$ cat src/rtl/regfile_pkg.sv
// Shared definitions for the register-file loader: geometry and loader state encoding.
package regfile_pkg;

   localparam int REG_AW   = 5;
   localparam int REG_DW   = 32;
   localparam int NUM_REGS = 32;

   typedef enum logic [1:0] {
      IDLE   = 2'd0,
      LOAD   = 2'd1,
      VERIFY = 2'd2,
      DONE   = 2'd3
   } loader_state_t;

endpackage

$ cat src/rtl/regfile_checksum.sv
// Wrapping DW-bit accumulator with synchronous clear; used for the write-side and readback sums.
module regfile_checksum
   import regfile_pkg::*;
#(
   parameter int DW = REG_DW
) (
   input  logic          clk,
   input  logic          rst,
   input  logic          clr,
   input  logic          en,
   input  logic [DW-1:0] data,
   output logic [DW-1:0] sum
);

   logic [DW-1:0] sum_r;

   // Accumulator: clear wins over add, sum wraps modulo 2^DW.
   always_ff @(posedge clk or posedge rst) begin
      if (rst) begin
         sum_r <= {DW{1'b0}};
      end else if (clr) begin
         sum_r <= {DW{1'b0}};
      end else if (en) begin
         sum_r <= sum_r + data;
      end else begin
         sum_r <= sum_r;
      end
   end

   assign sum = sum_r;

endmodule

$ cat src/rtl/regfile_loader.sv
// Bulk-loads registers 1..NUM_REGS-1 from a valid/ready stream into the regfile write port.
// Optional readback verify through read port 1 is enabled by defining REGFILE_LOADER_VERIFY_EN.
module regfile_loader
   import regfile_pkg::*;
#(
   parameter int NUM_REGS = regfile_pkg::NUM_REGS,
   parameter int DW       = REG_DW,
   parameter int AW       = REG_AW
) (
   input  logic          clk,
   input  logic          rst,
   input  logic          start,
   input  logic          in_valid,
   output logic          in_ready,
   input  logic [DW-1:0] in_data,
   output logic          we3,
   output logic [AW-1:0] wa3,
   output logic [DW-1:0] wd3,
   output logic [AW-1:0] ra1,
   input  logic [DW-1:0] rd1,
   output logic          busy,
   output logic          done,
   output logic          err,
   output logic [DW-1:0] checksum
);

   localparam logic [AW-1:0] ONE_PTR  = {{(AW-1){1'b0}}, 1'b1};
   localparam logic [AW-1:0] LAST_PTR = AW'(NUM_REGS - 1);

   loader_state_t state_r, state_s;
   logic [AW-1:0] ptr_r, ptr_s;
   logic          clr_s;
   logic          accept_s;
   logic [DW-1:0] wsum_s;
`ifdef REGFILE_LOADER_VERIFY_EN
   logic          rb_en_s;
   logic          verify_last_s;
   logic [DW-1:0] rbsum_s;
   logic          err_r;
`endif

   // State and address pointer registers.
   always_ff @(posedge clk or posedge rst) begin
      if (rst) begin
         state_r <= IDLE;
         ptr_r   <= ONE_PTR;
      end else begin
         state_r <= state_s;
         ptr_r   <= ptr_s;
      end
   end

   // Next-state, pointer advance and handshake decode.
   always_comb begin
      state_s  = state_r;
      ptr_s    = ptr_r;
      clr_s    = 1'b0;
      accept_s = 1'b0;
`ifdef REGFILE_LOADER_VERIFY_EN
      rb_en_s       = 1'b0;
      verify_last_s = 1'b0;
`endif
      case (state_r)
         IDLE: begin
            if (start) begin
               state_s = LOAD;
               ptr_s   = ONE_PTR;
               clr_s   = 1'b1;
            end else begin
               state_s = IDLE;
            end
         end
         LOAD: begin
            if (in_valid) begin
               accept_s = 1'b1;
               if (ptr_r == LAST_PTR) begin
                  ptr_s   = ONE_PTR;
`ifdef REGFILE_LOADER_VERIFY_EN
                  state_s = VERIFY;
`else
                  state_s = DONE;
`endif
               end else begin
                  ptr_s   = ptr_r + ONE_PTR;
                  state_s = LOAD;
               end
            end else begin
               ptr_s = ptr_r;
            end
         end
`ifdef REGFILE_LOADER_VERIFY_EN
         VERIFY: begin
            rb_en_s = 1'b1;
            if (ptr_r == LAST_PTR) begin
               verify_last_s = 1'b1;
               ptr_s         = ONE_PTR;
               state_s       = DONE;
            end else begin
               ptr_s   = ptr_r + ONE_PTR;
               state_s = VERIFY;
            end
         end
`endif
         DONE: begin
            state_s = IDLE;
         end
         default: begin
            state_s = IDLE;
            ptr_s   = ONE_PTR;
         end
      endcase
   end

   // The write port is combinational so each beat commits on the edge that accepts it.
   assign in_ready = (state_r == LOAD) & ~rst;
   assign we3      = accept_s & ~rst;
   assign wa3      = we3 ? ptr_r : {AW{1'b0}};
   assign wd3      = we3 ? in_data : {DW{1'b0}};
   assign busy     = ((state_r == LOAD) | (state_r == VERIFY)) & ~rst;
   assign done     = (state_r == DONE) & ~rst;
   assign checksum = wsum_s;

   regfile_checksum #(.DW(DW)) u_wsum (
      .clk  (clk),
      .rst  (rst),
      .clr  (clr_s),
      .en   (accept_s),
      .data (in_data),
      .sum  (wsum_s)
   );

`ifdef REGFILE_LOADER_VERIFY_EN
   regfile_checksum #(.DW(DW)) u_rbsum (
      .clk  (clk),
      .rst  (rst),
      .clr  (clr_s),
      .en   (rb_en_s),
      .data (rd1),
      .sum  (rbsum_s)
   );

   // Mismatch flag: compared on the last readback cycle, held until the next start.
   always_ff @(posedge clk or posedge rst) begin
      if (rst) begin
         err_r <= 1'b0;
      end else if (clr_s) begin
         err_r <= 1'b0;
      end else if (verify_last_s) begin
         err_r <= ((rbsum_s + rd1) != wsum_s);
      end else begin
         err_r <= err_r;
      end
   end

   assign ra1 = (state_r == VERIFY) ? ptr_r : {AW{1'b0}};
   assign err = err_r;
`else
   logic unused_rd1_s;
   assign unused_rd1_s = ^rd1;
   assign ra1          = {AW{1'b0}};
   assign err          = 1'b0;
`endif

endmodule

$ cat config.mk
export PLATFORM = sky130hd
export DESIGN_NAME = regfile_loader
export DESIGN_NICKNAME = d
export VERILOG_FILES = /design/src/rtl/regfile_pkg.sv /design/src/rtl/regfile_checksum.sv /design/src/rtl/regfile_loader.sv
export SDC_FILE = /design/constraint.sdc
export NUM_CORES = 1
export LEC_CHECK = 0
export ABC_AREA = 1
export BUFFER_PORTS_ARGS = -buffer_cell sky130_fd_sc_hd__buf_2
export CAP_MARGIN = 20
export CORE_ASPECT_RATIO = 1.75
export CORE_MARGIN = 10
export CORE_UTILIZATION = 45
export CTS_CLUSTER_SIZE = 20
export DETAILED_ROUTE_END_ITERATION = 10
export GPL_TIMING_DRIVEN = 0
export PLACE_DENSITY_LB_ADDON = 0.05
export SYNTH_ARGS = -nofsm -noshare
export SYNTH_HDL_FRONTEND = slang
export SYNTH_HIERARCHICAL = 1
export SYNTH_SLANG_ARGS = --single-unit
$ cat constraint.sdc
create_clock -name clk -period 2.05 [get_ports clk]
set_input_delay 0.205 -clock clk [delete_from_list [all_inputs] [get_ports clk]]
set_output_delay 0.205 -clock clk [all_outputs]
set_load 0.05 [all_outputs]
# Word level (Yosys, flattened, before mapping)

Index checks and enable logic that the tools add are counted.

Register bits: 39
Output and inout bits: 79
Word-level logic and storage cells: 37

$add $sub $neg: 2
Eq/ne operators: 6
Mux-type cells: 16
Bitwise logic cells: 7
Reduce and logical (&&, ||, !) cells: 3

Operator list:

| kind                                                | count |
|---|---|
| 2-to-1 mux 32 bit                                   | 3 |
| adder 32 bit                                        | 1 |
| 2-to-1 mux 5 bit                                    | 4 |
| case mux 5 bit (3 select lines)                     | 1 |
| adder 5 x 1 -> 5 bit, second input constant         | 1 |
| equality test 5 bit, second input constant          | 1 |
| 2-to-1 mux 1 bit                                    | 5 |
| bitwise AND 1 bit                                   | 4 |
| equality test 2 bit, second input constant          | 2 |
| 2-to-1 mux 2 bit                                    | 2 |
| inequality test 2 bit, second input constant        | 2 |
| case mux 2 bit (2 select lines)                     | 1 |
| AND reduction 3 bit                                 | 1 |
| equality test 2 x 1 -> 1 bit, second input constant | 1 |
| logical NOT 2 bit                                   | 1 |
| inverter 1 bit                                      | 2 |
| nonzero test 2 bit                                  | 1 |
| bitwise OR 1 bit                                    | 1 |

# Depth between registers and ports, before layout

Depth after elaboration: 4
Mapped depth: 14
Depth with buffers taken out: 14

# Cells and area by module

The synthesis kept the hierarchy.

By module, submodules not included:

| module           | instances | cells each | area each (um^2) |
|---|---|---|---|
| regfile_checksum | 1         | 626        | 3577.2 |
| regfile_loader   | 1         | 145        | 849.6 |

# Worst setup path before layout

Ideal clock, no wire load.

Path type: register -> output
Start: reg state_r[1]
End: out wd3[11]
Arrival time: 1953 ps
Data required time: 1845 ps
Setup slack: -108 ps
Stages on the path, launching flop included: 8
Buffers on the path: 1
Path through: dfrtp_1 -> inv_1 -> ha_1 -> nand2_2 -> nor2_4 -> inv_4 -> buf_6 -> nor2_1

Longest elaborated chain between the ends: 4

Ends and longest elaborated chain:

| item                         | line                  | RTL |
|---|---|---|
| start: declaration           | regfile_loader.sv:30  | `loader_state_t state_r, state_s;` |
| start signal: assignment     | regfile_loader.sv:48  | `state_r <= state_s;` |
| equality test 2 x 1 -> 1 bit | regfile_loader.sv:63  | `case (state_r)` |
| 2-to-1 mux 1 bit             | regfile_loader.sv:63  |  |
| bitwise AND 1 bit            | regfile_loader.sv:116 | `assign we3 = accept_s & ~rst;` |
| via we3                      | regfile_loader.sv:16  | `output logic we3,` |
| 2-to-1 mux 32 bit            | regfile_loader.sv:118 | `assign wd3 = we3 ? in_data : {DW{1'b0}};` |
| end: declaration             | regfile_loader.sv:18  | `output logic [DW-1:0] wd3,` |

The timed path passes the listed nets, and every way through them passes these cells.

# Final worst setup path

Start: reg state_r[1]
End: out wd3[19]

Longest elaborated chain between the ends: 4

Ends and longest elaborated chain:

| item                         | line |
|---|---|
| equality test 2 x 1 -> 1 bit | regfile_loader.sv:63 |
| 2-to-1 mux 1 bit             | regfile_loader.sv:63 |
| bitwise AND 1 bit            | regfile_loader.sv:116 |
| 2-to-1 mux 32 bit            | regfile_loader.sv:118 |

Every way passes these cells.

==> reports/metrics.cfg <==
[worst_setup_path]
crit_slowest_cell = dfrtp_1
critPathCaptureType = output pin
ff2ff_setup_slack_ns = 0.13
crit_chain = inv_1 > ha_2 > nand2_2 > nor2_4 > inv_4 > buf_6 > nor2_1 > clkbuf_4
critPathLaunchType = flip-flop
cp.arrival_ns = 1.76
path_class = flip-flop to output pin
startpoint = state_r[1]
cp_max_fo = 10
worstReg2RegStart = u_wsum/sum[0]
reg2reg_to = u_wsum/sum[24]
cp_top_family = buffers and inverters
crit_end = wd3[19]
cp.depth = 8
max_stage_delay_ns = 0.38
crit_buf_inv = 4
worst_ep_required_time_ns = 1.85
rr_worst_depth = 13

[die]
die_h_um = 151
dieArea_mm2 = 0.0144
num_rows = 47
core-area_mm2 = 0.00953
num_io_pins = 147
start_util_pct = 46.5
die_width_um = 95.0

[global_route]
antenna_found_initial = 0
grt_use_total_pct = 20.1
overflow = 0
grt_max_degree = 33
first_global_vias = 4844
grt_pass1_wl_mm = 22.7

[synthesis]
synth_cell_types = 34
netlist_top_cells_area = nand2_1, dfrtp_1, inv_1
post-synth-top-count-cell = nand2_1
synthesis.area_mm2 = 0.00443
ys_seq_area_share_pct = 22.1
yosys.area.top_type_share_pct = 24.7
synth_edf_count = 0
synth_flop_cell = dfrtp_1
yosys_warnings = 6
synthArstFlopShare_pct = 100
synth_area_per_cell_um2 = 5.74
yosys.area.top_type = nand2_1
yosys-top-cells-count = nand2_1, inv_1, nor2_1
synthCells = 771
synth_seq_cells = 39

[route]
avgRoutedWirePerCell_um = 14.2
vias = 4803
final_antenna_net_count = 0
drc = 0
wl_mm = 14.4
viasPerCell = 4.72
drtPass1Iterations = 4
drt_iter0_markers = 171

[power_and_ir_drop]
powerDensity_mw_per_mm2 = 1400
p_leak_nw = 3.51
ir_drop_uv = 825
power.total_mw = 7.68

[run]
maxCapViolCount = 0

[cts]
htree_levels = 2
clk_pin_slew_ns = 0.06
cts_root_buf = clkbuf_16
ctsLongestPathBuffers = 2
clk_latency_ns = 0.29
numCtsBuffers = 5
cts_sinks = 39
tritoncts = yes

[sta]
rsz0062_at_grt = true
worst_slew_pin_slew_ns = 0.760
max_slew_margin_pct = 49.3
slew_violations = 0
finalHoldViolations = 0
finalCritPeriodShare_pct = 96.0
finalSetupViolCount = 0
fmax_mhz = 508
period_needed_ns = 1.97
clock_skew_ns = 0.00501
tns_ns = 0

[placement]
dp_hpwl_mm = 12.3
gp_congestion = 0.915
place_area_mm2 = 0.00514
port_buffers = 108
dp_cells = 1006

[layout]
utilization_pct = 57.5
diodes = 0
area_delta_synth_final_pct = 23.7
final_area_mm2 = 0.00548
finalNonFillerCells = 1017
drive_above_1_share_pct = 20.4
fin_nets = 999

[hold_path]
holdCritPathClass = input pin to flip-flop

[run_status]
outcome = finished, final reports clean

-- how the worst min path moves through the flow --
stage / from / endpoint / slack (ns) / cells after the start
final: start / state_r[0] / 0.21 / 3
after global routing: start / state_r[0] / 0.24 / 3
after floorplan: rst / ptr_r[1] / 0.008 / 1
after global placement: rst / ptr_r[1] / 0.20 / 2
after CTS: start / state_r[0] / 0.21 / 3
after detailed placement: rst / ptr_r[1] / 0.22 / 2
-- routing by layer --
| metal | vias to the layer above | share of wire, % | global-route usage, % |
|---|---|---|---|
| met5 | - | 0 | 0 |
| met4 | 0 | 2.6 | 7.59 |
| met3 | 25 | 3.8 | 2.48 |
| met2 | 103 | 58 | 42.1 |
| met1 | 2126 | 35 | 18.3 |
| li1 | 2549 | - | - |
-- cell type report --
cell class | count | area (um^2)
buffer | 15 | 116
clock buffer | 5 | 125
clock inverter | 3 | 20.0
fill | 1023 | 4050
inverter | 172 | 648
multi-input combinational | 550 | 2790
sequential | 39 | 978
tap | 122 | 153
timing repair buffer | 111 | 641
-- report_power, final --
| part | internal [mW] | switching [mW] | leakage [nW] | total [mW] |
|---|---|---|---|---|
| clock network | 0.449 | 0.350 | 0.0658 | 0.800 |
| registers | 1.09 | 0.264 | 0.499 | 1.35 |
| logic | 1.61 | 3.91 | 2.94 | 5.52 |
| total | 3.15 | 4.53 | 3.51 | 7.68 |
-- tightest hold or removal path, delay by kind of cell --
family / cells / cell delay (ns)
buffers and inverters: 1 / 0.11
and+or+nand+nor: 1 / 0.08
AOI/OAI and AO/OA: 1 / 0.07
-- sequential cells by signal, summed over array words and instances (netlist names) --
name and flops:
ptr_r 5, u_wsum/sum 32, state_r 2
-- cell families after synthesis --
| family | count (synthesis) | synth area share, % |
|---|---|---|
| and+or+nand+nor | 445 | 42.1 |
| DFF | 39 | 22.1 |
| AOI/OAI and AO/OA | 58 | 7.12 |
| xor gates and xnor gates | 4 | 0.792 |
| buffers and inverters | 187 | 17.2 |
| other | 1 | 0.0847 |
| adders and majority gates | 37 | 10.6 |
-- cell usage in the layout (no fill, tap or decap), types with 2 or more instances in the layout --
cell type and n:
nor2_2 12, nand3b_1 2, nand3_1 34, xnor2_1 2
o21ai_0 16, a21oi_1 29, nor3_1 3, inv_2 2
buf_6 4, o21bai_1 3, inv_1 169, buf_2 78
nand2_2 10, conb_1 6, o31ai_1 2, dfrtp_1 37
clkbuf_16 5, nand4_1 5, ha_4 3, nand2_1 289
clkbuf_4 18, clkinvlp_4 2, clkbuf_2 3, nand3_2 8
buf_4 21, ha_2 3, nor2_1 74, o21ai_1 3
nor2_4 4, ha_1 30, xor2_1 2
-- through the flow --
| step | worst slack, ns | hold slack [ns] |
|---|---|---|
| 2_1_floorplan | -0.108 | 0.00767 |
| 3_3_place_gp | -0.128 | 0.204 |
| 3_5_place_dp | -0.152 | 0.219 |
| 4_1_cts | 0.00422 | 0.209 |
| 5_1_grt | -0.0307 | 0.237 |
| 6_report | 0.0829 | 0.211 |
-- repair_timing --
item | in CTS | in global routing
hold endpoints to repair | 6 | 0
pin swaps | 0 | 1
hold buffers | 1 | 0
setup endpoints to repair | 9 | 56
buffers inserted | 1 | 1
cloned | 0 | 0
gates resized for setup | 6 | 59
Note: power is estimated with default switching activity, not from simulation.
